==> config.mk <==
export PLATFORM = sky130hd
export DESIGN_NAME = uart_receiver
export DESIGN_NICKNAME = d
export VERILOG_FILES = /design/src/rtl/uart_receiver.sv
export SDC_FILE = /design/constraint.sdc
export NUM_CORES = 1
export LEC_CHECK = 0
export ABC_CLOCK_PERIOD_IN_PS = 3200
export CAP_MARGIN = 30
export CELL_PAD_IN_SITES_DETAIL_PLACEMENT = 1
export CELL_PAD_IN_SITES_GLOBAL_PLACEMENT = 1
export CORE_MARGIN = 1
export CORE_UTILIZATION = 40
export CTS_CLUSTER_DIAMETER = 100
export DETAILED_ROUTE_END_ITERATION = 8
export PLACE_DENSITY = 0.83
export SLEW_MARGIN = 10
export SYNTH_ARGS = -nofsm -noshare
export SYNTH_HDL_FRONTEND = slang
export SYNTH_SLANG_ARGS = --single-unit
==> constraint.sdc <==
create_clock -name clk -period 3.2 [get_ports clk]
set_input_delay 0.48 -clock clk [delete_from_list [all_inputs] [get_ports clk]]
set_output_delay 0.48 -clock clk [all_outputs]
set_load 0.03 [all_outputs]
==> src/rtl/uart_receiver.sv <==
// uart_receiver: 8N1 serial receiver (start, 8 data bits LSB first, stop)
// with a 2-FF input synchronizer and a valid/ready output register.
//
// Parameters:
//   CLOCK_FREQUENCY  clk frequency in Hz
//   BAUD_RATE        line rate in bit/s (CLOCK_FREQUENCY/BAUD_RATE >= 4)
// Ports:
//   clk          single rising-edge clock
//   reset        synchronous active-high reset
//   in           asynchronous serial line, idles high
//   data_out     received byte, stable while valid is high
//   valid        byte available
//   ready        consumer accepts the byte
//   busy         receiver FSM is not idle
//   frame_error  one-cycle pulse: stop bit sampled low
//   overrun      one-cycle pulse: completed byte dropped (output full)
// Build option:
//   UART_RECEIVER_MAJORITY_EN  each bit decision is the 2-of-3 majority
//                              of the three cycles ending at the sample
//                              point; otherwise a single sample is used.
module uart_receiver #(
    parameter int CLOCK_FREQUENCY = 100_000_000,
    parameter int BAUD_RATE       = 9600
) (
    input  logic       clk,
    input  logic       reset,
    input  logic       in,
    output logic [7:0] data_out,
    output logic       valid,
    input  logic       ready,
    output logic       busy,
    output logic       frame_error,
    output logic       overrun
);

    localparam int BIT_TICKS  = CLOCK_FREQUENCY / BAUD_RATE;
    localparam int HALF_TICKS = BIT_TICKS / 2;
    localparam int CW         = $clog2(BIT_TICKS);

    localparam logic [CW-1:0] CNT_BIT  = CW'(BIT_TICKS - 1);
    localparam logic [CW-1:0] CNT_HALF = CW'(HALF_TICKS - 1);

    typedef enum logic [2:0] {
        IDLE,
        START,
        DATA,
        STOP,
        BRK
    } state_t;

    state_t state;
    state_t state_n;

    logic          sync1;
    logic          rxs;
    logic [CW-1:0] cnt;
    logic [CW-1:0] cnt_n;
    logic [2:0]    idx;
    logic [2:0]    idx_n;
    logic [7:0]    shift;
    logic [7:0]    shift_n;
    logic [7:0]    data_n;
    logic          valid_n;
    logic          fe_n;
    logic          ov_n;
    logic          tick;
    logic          bit_val;

    // ------------------------------------------------------------
    // Input synchronizer; primed high so reset never looks like a
    // start edge.
    // ------------------------------------------------------------
    always_ff @(posedge clk) begin
        if (reset) begin
            sync1 <= 1'b1;
            rxs   <= 1'b1;
        end else begin
            sync1 <= in;
            rxs   <= sync1;
        end
    end

    assign tick = (cnt == '0);

`ifdef UART_RECEIVER_MAJORITY_EN
    // hist[1] holds rxs from two cycles ago (cnt == 2 at the sample
    // point), hist[0] from the previous cycle (cnt == 1).
    logic [1:0] hist;

    always_ff @(posedge clk) begin
        if (reset) begin
            hist <= 2'b11;
        end else begin
            hist <= {hist[0], rxs};
        end
    end

    assign bit_val = (hist[1] & hist[0])
                   | (hist[1] & rxs)
                   | (hist[0] & rxs);
`else
    assign bit_val = rxs;
`endif

    // ------------------------------------------------------------
    // State and datapath registers
    // ------------------------------------------------------------
    always_ff @(posedge clk) begin
        if (reset) begin
            state       <= IDLE;
            cnt         <= '0;
            idx         <= '0;
            shift       <= '0;
            data_out    <= '0;
            valid       <= 1'b0;
            frame_error <= 1'b0;
            overrun     <= 1'b0;
        end else begin
            state       <= state_n;
            cnt         <= cnt_n;
            idx         <= idx_n;
            shift       <= shift_n;
            data_out    <= data_n;
            valid       <= valid_n;
            frame_error <= fe_n;
            overrun     <= ov_n;
        end
    end

    // ------------------------------------------------------------
    // Next-state and datapath control
    // ------------------------------------------------------------
    always_comb begin
        state_n = state;
        cnt_n   = tick ? cnt : cnt - CW'(1);
        idx_n   = idx;
        shift_n = shift;
        data_n  = data_out;
        valid_n = valid & ~ready;
        fe_n    = 1'b0;
        ov_n    = 1'b0;

        unique case (state)
            IDLE: begin
                if (!rxs) begin
                    cnt_n   = CNT_HALF;
                    state_n = START;
                end
            end

            START: begin
                if (tick) begin
                    if (bit_val) begin
                        // Line went back high: a glitch, not a frame.
                        state_n = IDLE;
                    end else begin
                        cnt_n   = CNT_BIT;
                        idx_n   = '0;
                        state_n = DATA;
                    end
                end
            end

            DATA: begin
                if (tick) begin
                    // LSB arrives first, so shift in from the top.
                    shift_n = {bit_val, shift[7:1]};
                    idx_n   = idx + 3'd1;
                    cnt_n   = CNT_BIT;
                    if (idx == 3'd7) begin
                        state_n = STOP;
                    end
                end
            end

            STOP: begin
                if (tick) begin
                    if (bit_val) begin
                        // The output register is free if it is empty
                        // or being drained in this very cycle.
                        if (!valid || ready) begin
                            data_n  = shift;
                            valid_n = 1'b1;
                        end else begin
                            ov_n = 1'b1;
                        end
                        state_n = IDLE;
                    end else begin
                        fe_n    = 1'b1;
                        state_n = BRK;
                    end
                end
            end

            BRK: begin
                // Hold off until the line releases so a stuck-low
                // line is not decoded as a stream of zero frames.
                if (rxs) begin
                    state_n = IDLE;
                end
            end

            default: begin
                state_n = IDLE;
            end
        endcase
    end

    assign busy = (state != IDLE);

endmodule

# After elaboration in Yosys (flattened, before gate mapping)
# Index checks and enable logic that the tools add are counted.
# Widths: inputs -> output; s select.
[classes] n_addsub=2 eq_ne=12 mux=25 n_bitwise=5 reduce_logical=12
[op_table] operator="$mux 14" n=5
[op_table] operator="$pmux 14 s3" n=1
[op_table] operator="$mux 3" n=10
[op_table] operator="$pmux 3 s5" n=1
[op_table] operator="$logic_not 14->1" n=1
[op_table] operator="$ne 2x2->1 const B" n=7
[op_table] operator="$sub 14x1->14 const B" n=1
[op_table] operator="$reduce_and 4->1" n=2
[op_table] operator="$eq 3x2->1 const B" n=2
[op_table] operator="$eq 3x3->1 const B" n=2
[op_table] operator="$mux 1" n=6
[op_table] operator="$pmux 3 s2" n=1
[op_table] operator="$reduce_and 6->1" n=1
[op_table] operator="$not 1->1" n=4
[op_table] operator="$reduce_or 4->1" n=1
[op_table] operator="$add 3x1->3 const B" n=1
[op_table] operator="$eq 3x1->1 const B" n=1
[op_table] operator="$logic_not 3->1" n=1
[op_table] operator="$reduce_bool 3->1" n=1
[op_table] operator="$reduce_or 3->1" n=1
[op_table] operator="$mux 2" n=1
[op_table] operator="$reduce_and 2->1" n=1
[op_table] operator="$reduce_bool 2->1" n=1
[op_table] operator="$and 1x1->1" n=1
[op_table] operator="other kinds (2)" n=2
[totals] register_bits=41 wordCells=66

# Depth between registers and ports, before layout
[logic_depth] ltp_word=6 depth_mapped=10 ltp_nobuf=9

# Worst setup path before layout
# OpenSTA, ideal clock, no wires.
[synth_timing] path_kind="reg-to-reg" from="reg cnt[6]" to="reg cnt[0]" setup_time_ps=88 arrival_ps=2506 slack_ps=606 path_stages_with_launch=11 path_buffers=2 period_less_slack_ps=2594 path_cell_list="dfxtp_1 or3_1 buf_2 or4_4 buf_6 nor2_8 inv_4 ha_1 nor2b_1 a2111o_1 a311oi_2"
[synth_via] elab_chain_cells=5
[synth_rtl] item="from (decl)" line="56" rtl="logic [CW-1:0] cnt;"
[synth_rtl] item="from (signal assigned)" line="120" rtl="cnt <= cnt_n;"
[synth_rtl] item="$logic_not 14->1 (*)" line="83" rtl="assign tick = (cnt == '0);"
[synth_rtl] item="$mux 14" line="135" rtl="cnt_n = tick ? cnt : cnt - CW'(1);"
[synth_rtl] item="$mux 14" line="153" rtl="if (bit_val) begin"
[synth_rtl] item="$mux 14" line="152" rtl="if (tick) begin"
[synth_rtl] item="$pmux 14 s3 (*)" line="143" rtl="unique case (state)"
# Mark *: on every way between the ends. The rest lies on a longest branch, timed or not.
# A chain may end at the register's enable or synchronous reset.

# Worst setup path in the final report
# Same ends and word-level chain as after synthesis.

==> flow_summary.toml <==
[status]
status = "finished, final reports clean"

[placement]
dp_hpwl_um = 3160
io_buffers = 15
dpl_worst_slack_ns = 0.531
place.gp.congestion = 0.768

[sta]
setup-violations-final = 0
maxSlewViolCount = 0
slew-limit-headroom_pct = 57.7
hold_viol = 0
finalCritPeriodShare_pct = 84.7
finalClockSkew_ns = 0.00403
worstMarginPinSlew_ns = 0.627
max_freq_mhz = 369
worst_slack_ns = 0.490
tns_ns = 0
fin_crit_ns = 2.71
rsz0062_at_grt = "false"

[synthesis]
synth_edf_count = 0
async_flop_share_pct = 0
synth.yosys.warnings = 0
synth_top_area_cell = "dfxtp_1"
syn_area_sq_um = 1920
yosysSeqAreaShare_pct = 42.8
synth_area_leaders = "dfxtp_1 (43%), mux2i_1 (8.4%), nor2_1 (5.5%), a21oi_1 (3.9%), ha_1 (3.3%)"
synthCells = 214
synth_nets = 223
synth-main-ff-cell = "dfxtp_1"
synth_top_cell_area_share_pct = 42.8
yosysUniqueCellTypes = 43
synth_seq_cells = 41
synth.avg_cell_area_sq_um = 8.96

[finish]
nNetsFinal = 237
fill_cells = 525
layout_commonest_cell = "dfxtp_1"
diodes = 0
utilization_pct = 49.8
syn2layout_area_growth_pct = 16.3
final_cell_mix = "dfxtp_1 (41), nor2_1 (28), mux2i_1 (16)"
drive_gt1_share_pct = 9.61

[detailed_routing]
wl_per_cell_um = 16.4
dr_wl_met3_um = 129
finalWirelength_um = 4610
vias = 1603
dr_wl_met2_um = 2140
drt_pass1_iterations = 4
top_layer = "met4"
wl_met1_um = 2250
drt_iter0_drc = 86
drc = 0
viasPerCell = 5.70
antenna_left = 0

[worst_setup_path]
start_kind = "register"
cpMaxStageDelayCell = "or4_4"
crit_type = "reg2reg"
r2r_slack_ns = 0.49
slowest_delay_ns = 0.59
critPathLaunch = "cnt[6]$_SDFF_PP0_"
critPathCaptureType = "register"
r2r-start = "cnt[6]$_SDFF_PP0_"
worstReg2RegEnd = "cnt[0]$_SDFF_PP0_"
reg2regPathDepth = 8
cp_data_arrival_time_ns = 2.93
endpoint = "cnt[0]$_SDFF_PP0_"
worstPathCellList = "or3_1, or4_4, nor2_8, inv_4, ha_1, nor2b_1, a2111o_1, a311oi_2"
cp.required_ns = 3.42
cp_max_fo = 10

[job]
maxCapViolCount = 0

[power_and_ir_drop]
p_clk_share_pct = 22.2
swShare_pct = 40.5
seqPwrFrac_pct = 35.8
p_sw_uw = 790
p_leak_uw = 0.000864
p_int_uw = 1160
powerDensity_nw_per_um2 = 874
peakVddDrop_mv = 0.376
p_comb_share_pct = 42.0

[clock_network]
htree_levels = 2
clockBufferDepth = 2
cts_made_buffers = 5
cts_hold_buffers = 0
cts_tree = "done"
cts_setup_buffers = 0
clock-sinks = 41
clk_pin_slew_ns = 0.08
clock_latency_ns = 0.30
post_cts_resized = 0
root_buffer = "clkbuf_8"

[grt]
grt_max_degree = 40
grt_usage_pct = 19.4
antenna_found_initial = 0
grt_pass1_vias = 1523
grt_pass1_wl_um = 7470
overflow = 0

[floorplanning]
die_w_um = 71.2
initial_utilization_pct = 42.8
dieArea_sq_um = 5070
placeableCoreArea_sq_um = 4470
num_rows = 24
die_h_um = 71.2
num_io_pins = 16

[hold_path]
hold_class = "reg2reg"
hold_start = "sync1$_SDFF_PP1_"
how the worst min path moves through the flow:
stage	endpoint	slack, ns	depth (start not counted)
floorplan	bit_val$_SDFF_PP1_	0.39	1
global placement	bit_val$_SDFF_PP1_	0.39	1
detailed placement	bit_val$_SDFF_PP1_	0.40	1
CTS	bit_val$_SDFF_PP1_	0.42	1
global route	bit_val$_SDFF_PP1_	0.44	1
finish	bit_val$_SDFF_PP1_	0.42	1
cells in the mapped netlist, types with 2 or more instances:
master and n:
nor4_1 4, or4_1 2, xnor2_1 4, a31oi_1 2, a211oi_1 2, nand4_1 3, nor2_1 28, ha_1 5
nand3_1 10, clkbuf_1 10, nor2b_1 2, inv_1 3, o21ai_0 10, o22ai_1 3, xor2_1 6, o21a_1 2
nand4b_1 2, nand2_1 8, or3_1 3, dfxtp_1 41, or2_2 3, nor3_1 6, mux2i_1 16, nand2b_1 6
a21oi_1 15
critical path: cells and delay by family, from the launching register on:
kind | cells | cell delay [ns]
compound gates | 2 | 0.62
fa+ha+maj | 1 | 0.30
buf+inv | 1 | 0.08
flops | 1 | 0.34
simple gates | 4 | 1.28
cell families (layout without fill, tap and decap cells):
family,after synthesis,count (layout),share of synthesized area [%]
AND/OR/NAND/NOR,85,85,23.9
AO/OA/AOI/OAI,41,41,13.4
flip-flops,41,41,42.8
multiplexers,16,16,8.35
buffers and inverters,16,31,3.72
XOR/XNOR,10,10,4.57
adder cells (fa/ha/maj),5,5,3.26
registers in the layout, indices dropped and copies added (netlist names):
name and flops:
cnt 14, shift 8, valid 1, overrun 1
bit_val 1, frame_error 1, data_out 8, sync1 1
idx 3, state 3
cell type report:
class	count	area (sq um)	area share, %
Multi-Input combinational cell	157	1030	46.2
Sequential cell	41	821	36.8
Timing Repair Buffer	19	180	8.08
Clock buffer	5	68.8	3.09
Tap cell	52	65.1	2.92
Clock inverter	3	46.3	2.08
Inverter	4	17.5	0.786
metrics by stage:
step | hold WS [ns] | std cells | total power (uW) | cell area (sq um)
after detailed placement | 0.398 | 273 | 1510 | 2110
after CTS | 0.422 | 281 | 1960 | 2230
final | 0.419 | 281 | 1950 | 2230
after global placement | 0.394 | 273 | 1480 | 2110
after floorplan | 0.389 | 214 | 1350 | 1920
after global routing | 0.438 | 281 | 2070 | 2230
power groups by stage:
stage               sequential, uW  combinational [uW]  clock (uW)
CTS                            694                 816         447
finish                         697                 819         433
global placement               701                 777           0
detailed placement             705                 802           0
global route                   709                 897         466
floorplan                      670                 679           0
per-layer routing:
layer | global-route usage [%] | vias up
li1 | - | 790
met1 | 25.4 | 775
met2 | 30.4 | 30
met3 | 4.36 | 8
met4 | 9.11 | 0
met5 | 0 | -
Note: power is estimated with default switching activity, not from simulation.
